### src/rtl/chi_pkg.sv
// CHI types shared by the SN-F link-layer blocks: a reduced REQ flit plus opcode constants.
package chi_pkg;

  localparam int unsigned CHI_MAX_SRCID_RANGE = 128;
  localparam int unsigned NODEID_W = $clog2(CHI_MAX_SRCID_RANGE);

  typedef logic [5:0] req_opcode_t;

  localparam req_opcode_t REQ_LCRDRETURN     = 6'h00;
  localparam req_opcode_t REQ_READNOSNP      = 6'h04;
  localparam req_opcode_t REQ_WRITENOSNPFULL = 6'h1D;

  typedef struct packed {
    logic [3:0]          qos;
    logic [NODEID_W-1:0] tgt_id;
    logic [NODEID_W-1:0] src_id;
    logic [7:0]          txn_id;
    req_opcode_t         opcode;
    logic [2:0]          size;
    logic [47:0]         addr;
  } reqflit_t;

endpackage

### src/rtl/chi_flit_fifo.sv
// Type-generic flit FIFO; head is read straight from storage so it is stable until popped.
module chi_flit_fifo #(
  parameter type         flit_t = logic,
  parameter int unsigned Depth  = 4,
  localparam int unsigned CntW  = $clog2(Depth + 1)
) (
  input  logic            clk_i,
  input  logic            rst_ni,
  input  logic            push_i,
  input  flit_t           data_i,
  input  logic            pop_i,
  output flit_t           head_o,
  output logic [CntW-1:0] count_o
);

  localparam int unsigned PtrW = (Depth > 1) ? $clog2(Depth) : 1;

  flit_t           mem_q [Depth];
  logic [PtrW-1:0] wr_ptr_q, wr_ptr_d;
  logic [PtrW-1:0] rd_ptr_q, rd_ptr_d;
  logic [CntW-1:0] count_q, count_d;

  // Explicit wrap keeps non-power-of-two depths inside the array.
  function automatic logic [PtrW-1:0] next_ptr(input logic [PtrW-1:0] ptr);
    return (ptr == PtrW'(Depth - 1)) ? '0 : ptr + PtrW'(1);
  endfunction

  always_comb begin
    wr_ptr_d = push_i ? next_ptr(wr_ptr_q) : wr_ptr_q;
    rd_ptr_d = pop_i ? next_ptr(rd_ptr_q) : rd_ptr_q;
    count_d  = count_q + CntW'(push_i) - CntW'(pop_i);
  end

  always_ff @(posedge clk_i) begin
    if (!rst_ni) begin
      mem_q    <= '{default: '0};
      wr_ptr_q <= '0;
      rd_ptr_q <= '0;
      count_q  <= '0;
    end else begin
      if (push_i) begin
        mem_q[wr_ptr_q] <= data_i;
      end
      wr_ptr_q <= wr_ptr_d;
      rd_ptr_q <= rd_ptr_d;
      count_q  <= count_d;
    end
  end

  assign head_o  = mem_q[rd_ptr_q];
  assign count_o = count_q;

endmodule

### src/rtl/snf_rxreq.sv
// SN-F receive side of the CHI REQ channel: L-credit issue, LCrdReturn filter, protocol error flag.
module snf_rxreq
  import chi_pkg::*;
#(
  parameter int unsigned DEPTH = 4
) (
  input  logic     clock,
  input  logic     reset,
  input  reqflit_t RXREQFLIT,
  input  logic     RXREQFLITV,
  input  logic     RXREQFLITPEND,
  output logic     RXREQLCRDV,
  input  logic     link_active,
  output reqflit_t rxreqflit,
  output logic     rxreq_valid,
  input  logic     rxreq_ready,
  output logic     lcrd_idle,
  output logic     proto_err
);

  localparam int unsigned CntW = $clog2(DEPTH + 1);

  logic [CntW-1:0] lcrd_out_q, lcrd_out_d;
  logic            lcrdv_q, proto_err_q;
  logic [CntW-1:0] count;
  logic [CntW:0]   credit_sum;
  logic            consume, push, pop, grant;
  logic            unused_pend;

  assign unused_pend = RXREQFLITPEND;

  always_comb begin
    consume    = RXREQFLITV && (lcrd_out_q != '0);
    push       = consume && (RXREQFLIT.opcode != REQ_LCRDRETURN);
    pop        = rxreq_valid && rxreq_ready;
    // A flit stored this cycle still holds its credit in lcrd_out_q, so the sum is conservative.
    credit_sum = {1'b0, lcrd_out_q} + {1'b0, count} + (CntW + 1)'(push) - (CntW + 1)'(pop);
    grant      = link_active && (credit_sum < (CntW + 1)'(DEPTH));
    lcrd_out_d = lcrd_out_q + CntW'(grant) - CntW'(consume);
  end

  always_ff @(posedge clock) begin
    if (!reset) begin
      lcrd_out_q  <= '0;
      lcrdv_q     <= 1'b0;
      proto_err_q <= 1'b0;
    end else begin
      lcrd_out_q <= lcrd_out_d;
      lcrdv_q    <= grant;
      if (RXREQFLITV && (lcrd_out_q == '0)) begin
        proto_err_q <= 1'b1;
      end
    end
  end

  chi_flit_fifo #(
    .flit_t (reqflit_t),
    .Depth  (DEPTH)
  ) u_fifo (
    .clk_i   (clock),
    .rst_ni  (reset),
    .push_i  (push),
    .data_i  (RXREQFLIT),
    .pop_i   (pop),
    .head_o  (rxreqflit),
    .count_o (count)
  );

  assign RXREQLCRDV  = lcrdv_q;
  assign rxreq_valid = (count != '0);
  assign lcrd_idle   = (lcrd_out_q == '0);
  assign proto_err   = proto_err_q;

endmodule

### config.mk
export PLATFORM = sky130hd
export DESIGN_NAME = snf_rxreq
export DESIGN_NICKNAME = d
export VERILOG_FILES = /design/src/rtl/chi_pkg.sv /design/src/rtl/chi_flit_fifo.sv /design/src/rtl/snf_rxreq.sv
export SDC_FILE = /design/constraint.sdc
export NUM_CORES = 1
export LEC_CHECK = 0
export BUFFER_PORTS_ARGS = -buffer_cell sky130_fd_sc_hd__buf_2
export CORE_MARGIN = 5
export CORE_UTILIZATION = 44
export DETAILED_ROUTE_END_ITERATION = 10
export PLACE_DENSITY = 0.7
export SYNTH_ARGS = -nofsm -noshare
export SYNTH_HDL_FRONTEND = slang
export SYNTH_HIERARCHICAL = 1
export SYNTH_SLANG_ARGS = --single-unit
### constraint.sdc
create_clock -name clock -period 3.8 [get_ports clock]
set_input_delay 0.76 -clock clock [delete_from_list [all_inputs] [get_ports clock]]
set_output_delay 0.76 -clock clock [all_outputs]
set_load 0.005 [all_outputs]
==> flow_summary.ini <==
[cells_and_area]
post_route_cells_drive_above_1_share_pct = 38.7
final_cells = 2280
finish.utilization_pct = 51.2
fin_nets = 1844
post-route-cell-area_mm2 = 0.0193
syn_to_final_growth_pct = 14.3

[timing]
layout_worst_path_cycle_share_pct = 84.3
timing.final.crit_period_ns = 3.20
final_hold_viol_count = 0
setup_violations = 0
slew-limit-headroom_pct = 28.8
worst_pin_slew_ns = 1.07
layout_setup_ws_ns = 0.598
fmax_mhz = 312
hold-worst-slack_ns = 0.503
rsz0062_at_grt = false
tns_ns = 0
final_max_slew_viol_count = 0
fin_worst_skew_ns = 0.00778

[grt]
grt_antenna_before_repair = 3
maximum_number_of_pins_on_one_net_before_global_route_repair = 256
global_route.overflow_total = 0
first_pass_grt_wire_length_um = 64500
vias_in_the_first_global_route = 12300
gr-usage-all-layers_pct = 18.2

[clocking]
cts-root-buf = sky130_fd_sc_hd__clkbuf_16
clock-sinks = 344
cts_made_buffers = 39
cts_repair_resize_count = 0
clk_path_buf_depth = 3
cts_hold_buffers = 0
h-tree-depth = 2
insertion_delay_ns = 0.54
path_clk_slew_ns = 0.06
postCtsSetupRepairBufs = 0
tritoncts = built

[run]
cap_violations = 0

[routing]
detail_route.wl_per_cell_um = 17.3
detail-route-antenna-nets = 0
drt_iter0_markers = 1077
drt_drc_violations_left = 0
totalWireLength_um = 39400
route.detailed.vias_per_inst = 5.64
dr.pass1.iters = 7
detailroute.via_count = 12900

[synthesis]
post_synth_instance_area_mm2 = 0.0169
synthDominantAreaCellType = sky130_fd_sc_hd__dfxtp_1
yosys.area_share.xor_xnor_pct = 0.244
syn-mean-instance-area_um2 = 9.94
synth_compound_area_share_pct = 29.8
mappedNetlistNets = 1806
synth_warnings = 6
fraction_of_synthesized_area_in_multiplexers_pct = 11.2
synth_top_family_by_area = compound AO/OA/AOI/OAI gates
yosys_top_cell_area_share_pct = 40.8
yosysSeqAreaShare_pct = 40.8
synth_adder_area_share_pct = 1.35
post_synth_cell_types = 33
post_synth_and_or_nand_nor_area_fraction_pct = 10.7
top_post_synthesis_cells_by_area = sky130_fd_sc_hd__dfxtp_1 41%, sky130_fd_sc_hd__a21bo_2 20%, sky130_fd_sc_hd__mux4_2 11%
synth_seq_cells = 344
netlist_instances = 1700

[power]
post-layout-total-power_mw = 11.2
power_per_cell_area_mw_per_mm2 = 582
power_leakage_nw = 7.13
vdd_ir_drop_max_mv = 0.460

[die]
die_x_um = 206
placeableCoreArea_mm2 = 0.0378
floorplan.io_pins = 176
placement_rows = 71
dieArea_mm2 = 0.0424
start_util_pct = 44.7
die_height_um = 206

[placed_design]
dp_hpwl_um = 22700
place_ws_ns = 0.0237
gpl.final_weighted_congestion = 0.732
buffer_ports.inserted = 174
number_of_placed_instances_with_taps_included = 2208
dpl_cell_area_mm2 = 0.0179

[setup_path]
cpMostUsedCell = sky130_fd_sc_hd__ha_1
critical_path_start_end_classification = in2reg
critical_path.max_fanout = 3
critical_path_arrival_ns = 3.63
cp_top_family = adder cells
timing.critical_path.slowest_stage_cell = sky130_fd_sc_hd__or4_1
cp_num_buf_inv = 2
cpPeakStageDelay_ns = 0.51
end_kind = flop
cp_cell_sequence = buf_2, or4_1, o31a_2, ha_1, nand3_1, and3_1, o31ai_1, ha_1, inv_1, ha_1, fa_1, xnor2_1, and2_1
startpoint_type = input port
cp_data_required_time_ns = 4.22

[min_path]
class_of_the_most_critical_hold_timing_path = in2reg

[run_status]
run_status = completed
-- registers in the layout (all words and copies together) (netlist names) --
| signal | flops |
|---|---|
| u_fifo/rd_ptr_q | 2 |
| proto_err | 1 |
| u_fifo/mem_q | 332 |
| lcrd_out_q | 3 |
| u_fifo/wr_ptr_q | 2 |
| RXREQLCRDV | 1 |
| u_fifo/count_o | 3 |
-- tightest hold or removal path, stage by stage --
cell,delay (ns)
sky130_fd_sc_hd__buf_2,0.09
sky130_fd_sc_hd__a21oi_1,0.06
sky130_fd_sc_hd__nor2b_1,0.10
-- cells by family after synthesis --
group	Yosys count
AND/OR/NAND/NOR	357
AO/OA/AOI/OAI	672
flip-flops	344
adder cells (fa/ha/maj)	17
XOR/XNOR	3
buffers and inverters	222
multiplexers	85
-- cells in the final DEF (no fill, tap or decap), types with 2 or more instances in the layout --
cell type	synthesis	final
sky130_fd_sc_hd__mux4_2	81	81
sky130_fd_sc_hd__buf_4	9	13
sky130_fd_sc_hd__bufinv_16	0	6
sky130_fd_sc_hd__clkbuf_1	109	6
sky130_fd_sc_hd__buf_2	55	174
sky130_fd_sc_hd__diode_2	0	3
sky130_fd_sc_hd__clkbuf_16	0	41
sky130_fd_sc_hd__fa_1	2	2
sky130_fd_sc_hd__inv_1	19	18
sky130_fd_sc_hd__nor2b_1	2	2
sky130_fd_sc_hd__clkinv_2	0	4
sky130_fd_sc_hd__a21oi_1	337	337
sky130_fd_sc_hd__and3_1	2	2
sky130_fd_sc_hd__dfxtp_4	0	2
sky130_fd_sc_hd__nor2_1	3	3
sky130_fd_sc_hd__clkbuf_8	0	10
sky130_fd_sc_hd__a21bo_2	332	332
sky130_fd_sc_hd__ha_4	0	4
sky130_fd_sc_hd__or3b_1	2	2
sky130_fd_sc_hd__mux2i_1	2	2
sky130_fd_sc_hd__and2_1	7	7
sky130_fd_sc_hd__buf_12	1	13
sky130_fd_sc_hd__ha_1	15	11
sky130_fd_sc_hd__mux4_1	2	2
sky130_fd_sc_hd__nor3_1	2	2
sky130_fd_sc_hd__nand3_1	334	334
sky130_fd_sc_hd__dfxtp_1	344	342
-- per-layer routing --
| metal | global-route usage [%] | routed length [um] |
|---|---|---|
| met1 | 24.5 | 17700 |
| met2 | 29.8 | 18600 |
| met3 | 3.92 | 2380 |
| met4 | 4.85 | 642 |
| met5 | 0 | 13 |
-- where the power goes --
part	internal [mW]	switching (mW)	leakage [nW]
combinational	1.20	1.94	3.66
sequential	3.89	0.168	2.78
clock	2.57	1.48	0.689
total	7.65	3.59	7.13
-- area by class of cell --
cell class,count,area (um^2)
sequential,344,6890
inverter,19,78.8
fill,3421,18400
clock buffer,57,1190
timing repair buffer,200,1230
antenna,3,7.51
clock inverter,12,214
tap,511,639
multi-input combinational,1134,9060
-- cells in the mapped netlist --
cell type / number
sky130_fd_sc_hd__dfxtp_1: 344
sky130_fd_sc_hd__a21oi_1: 337
sky130_fd_sc_hd__nand3_1: 334
sky130_fd_sc_hd__a21bo_2: 332
sky130_fd_sc_hd__clkbuf_1: 109
sky130_fd_sc_hd__mux4_2: 81
sky130_fd_sc_hd__buf_2: 55
sky130_fd_sc_hd__buf_1: 25
sky130_fd_sc_hd__inv_1: 19
sky130_fd_sc_hd__ha_1: 15
sky130_fd_sc_hd__buf_4: 9
sky130_fd_sc_hd__and2_1: 7
sky130_fd_sc_hd__buf_8: 3
sky130_fd_sc_hd__nor2_1: 3
sky130_fd_sc_hd__and3_1: 2
sky130_fd_sc_hd__fa_1: 2
sky130_fd_sc_hd__mux2i_1: 2
sky130_fd_sc_hd__mux4_1: 2
sky130_fd_sc_hd__nor2b_1: 2
sky130_fd_sc_hd__nor3_1: 2
sky130_fd_sc_hd__o31a_1: 2
sky130_fd_sc_hd__or3b_1: 2
sky130_fd_sc_hd__and3b_1: 1
sky130_fd_sc_hd__buf_12: 1
sky130_fd_sc_hd__buf_6: 1
sky130_fd_sc_hd__nand2_1: 1
sky130_fd_sc_hd__nand2b_1: 1
sky130_fd_sc_hd__o31ai_1: 1
sky130_fd_sc_hd__or2b_1: 1
sky130_fd_sc_hd__or4_1: 1
sky130_fd_sc_hd__xnor2_1: 1
sky130_fd_sc_hd__xor2_1: 1
sky130_fd_sc_hd__xor3_1: 1
-- final timing paths --
kind / from / end / slack [ns] / cells after the start
min: RXREQFLITV / proto_err / 0.50 / 3
max reg2reg: u_fifo/count_o[1] / lcrd_out_q[2] / 0.66 / 15
min reg2reg: proto_err / proto_err / 0.51 / 2
max: RXREQFLIT[52] / lcrd_out_q[2] / 0.60 / 13
Note: power is estimated with default switching activity, not from simulation.
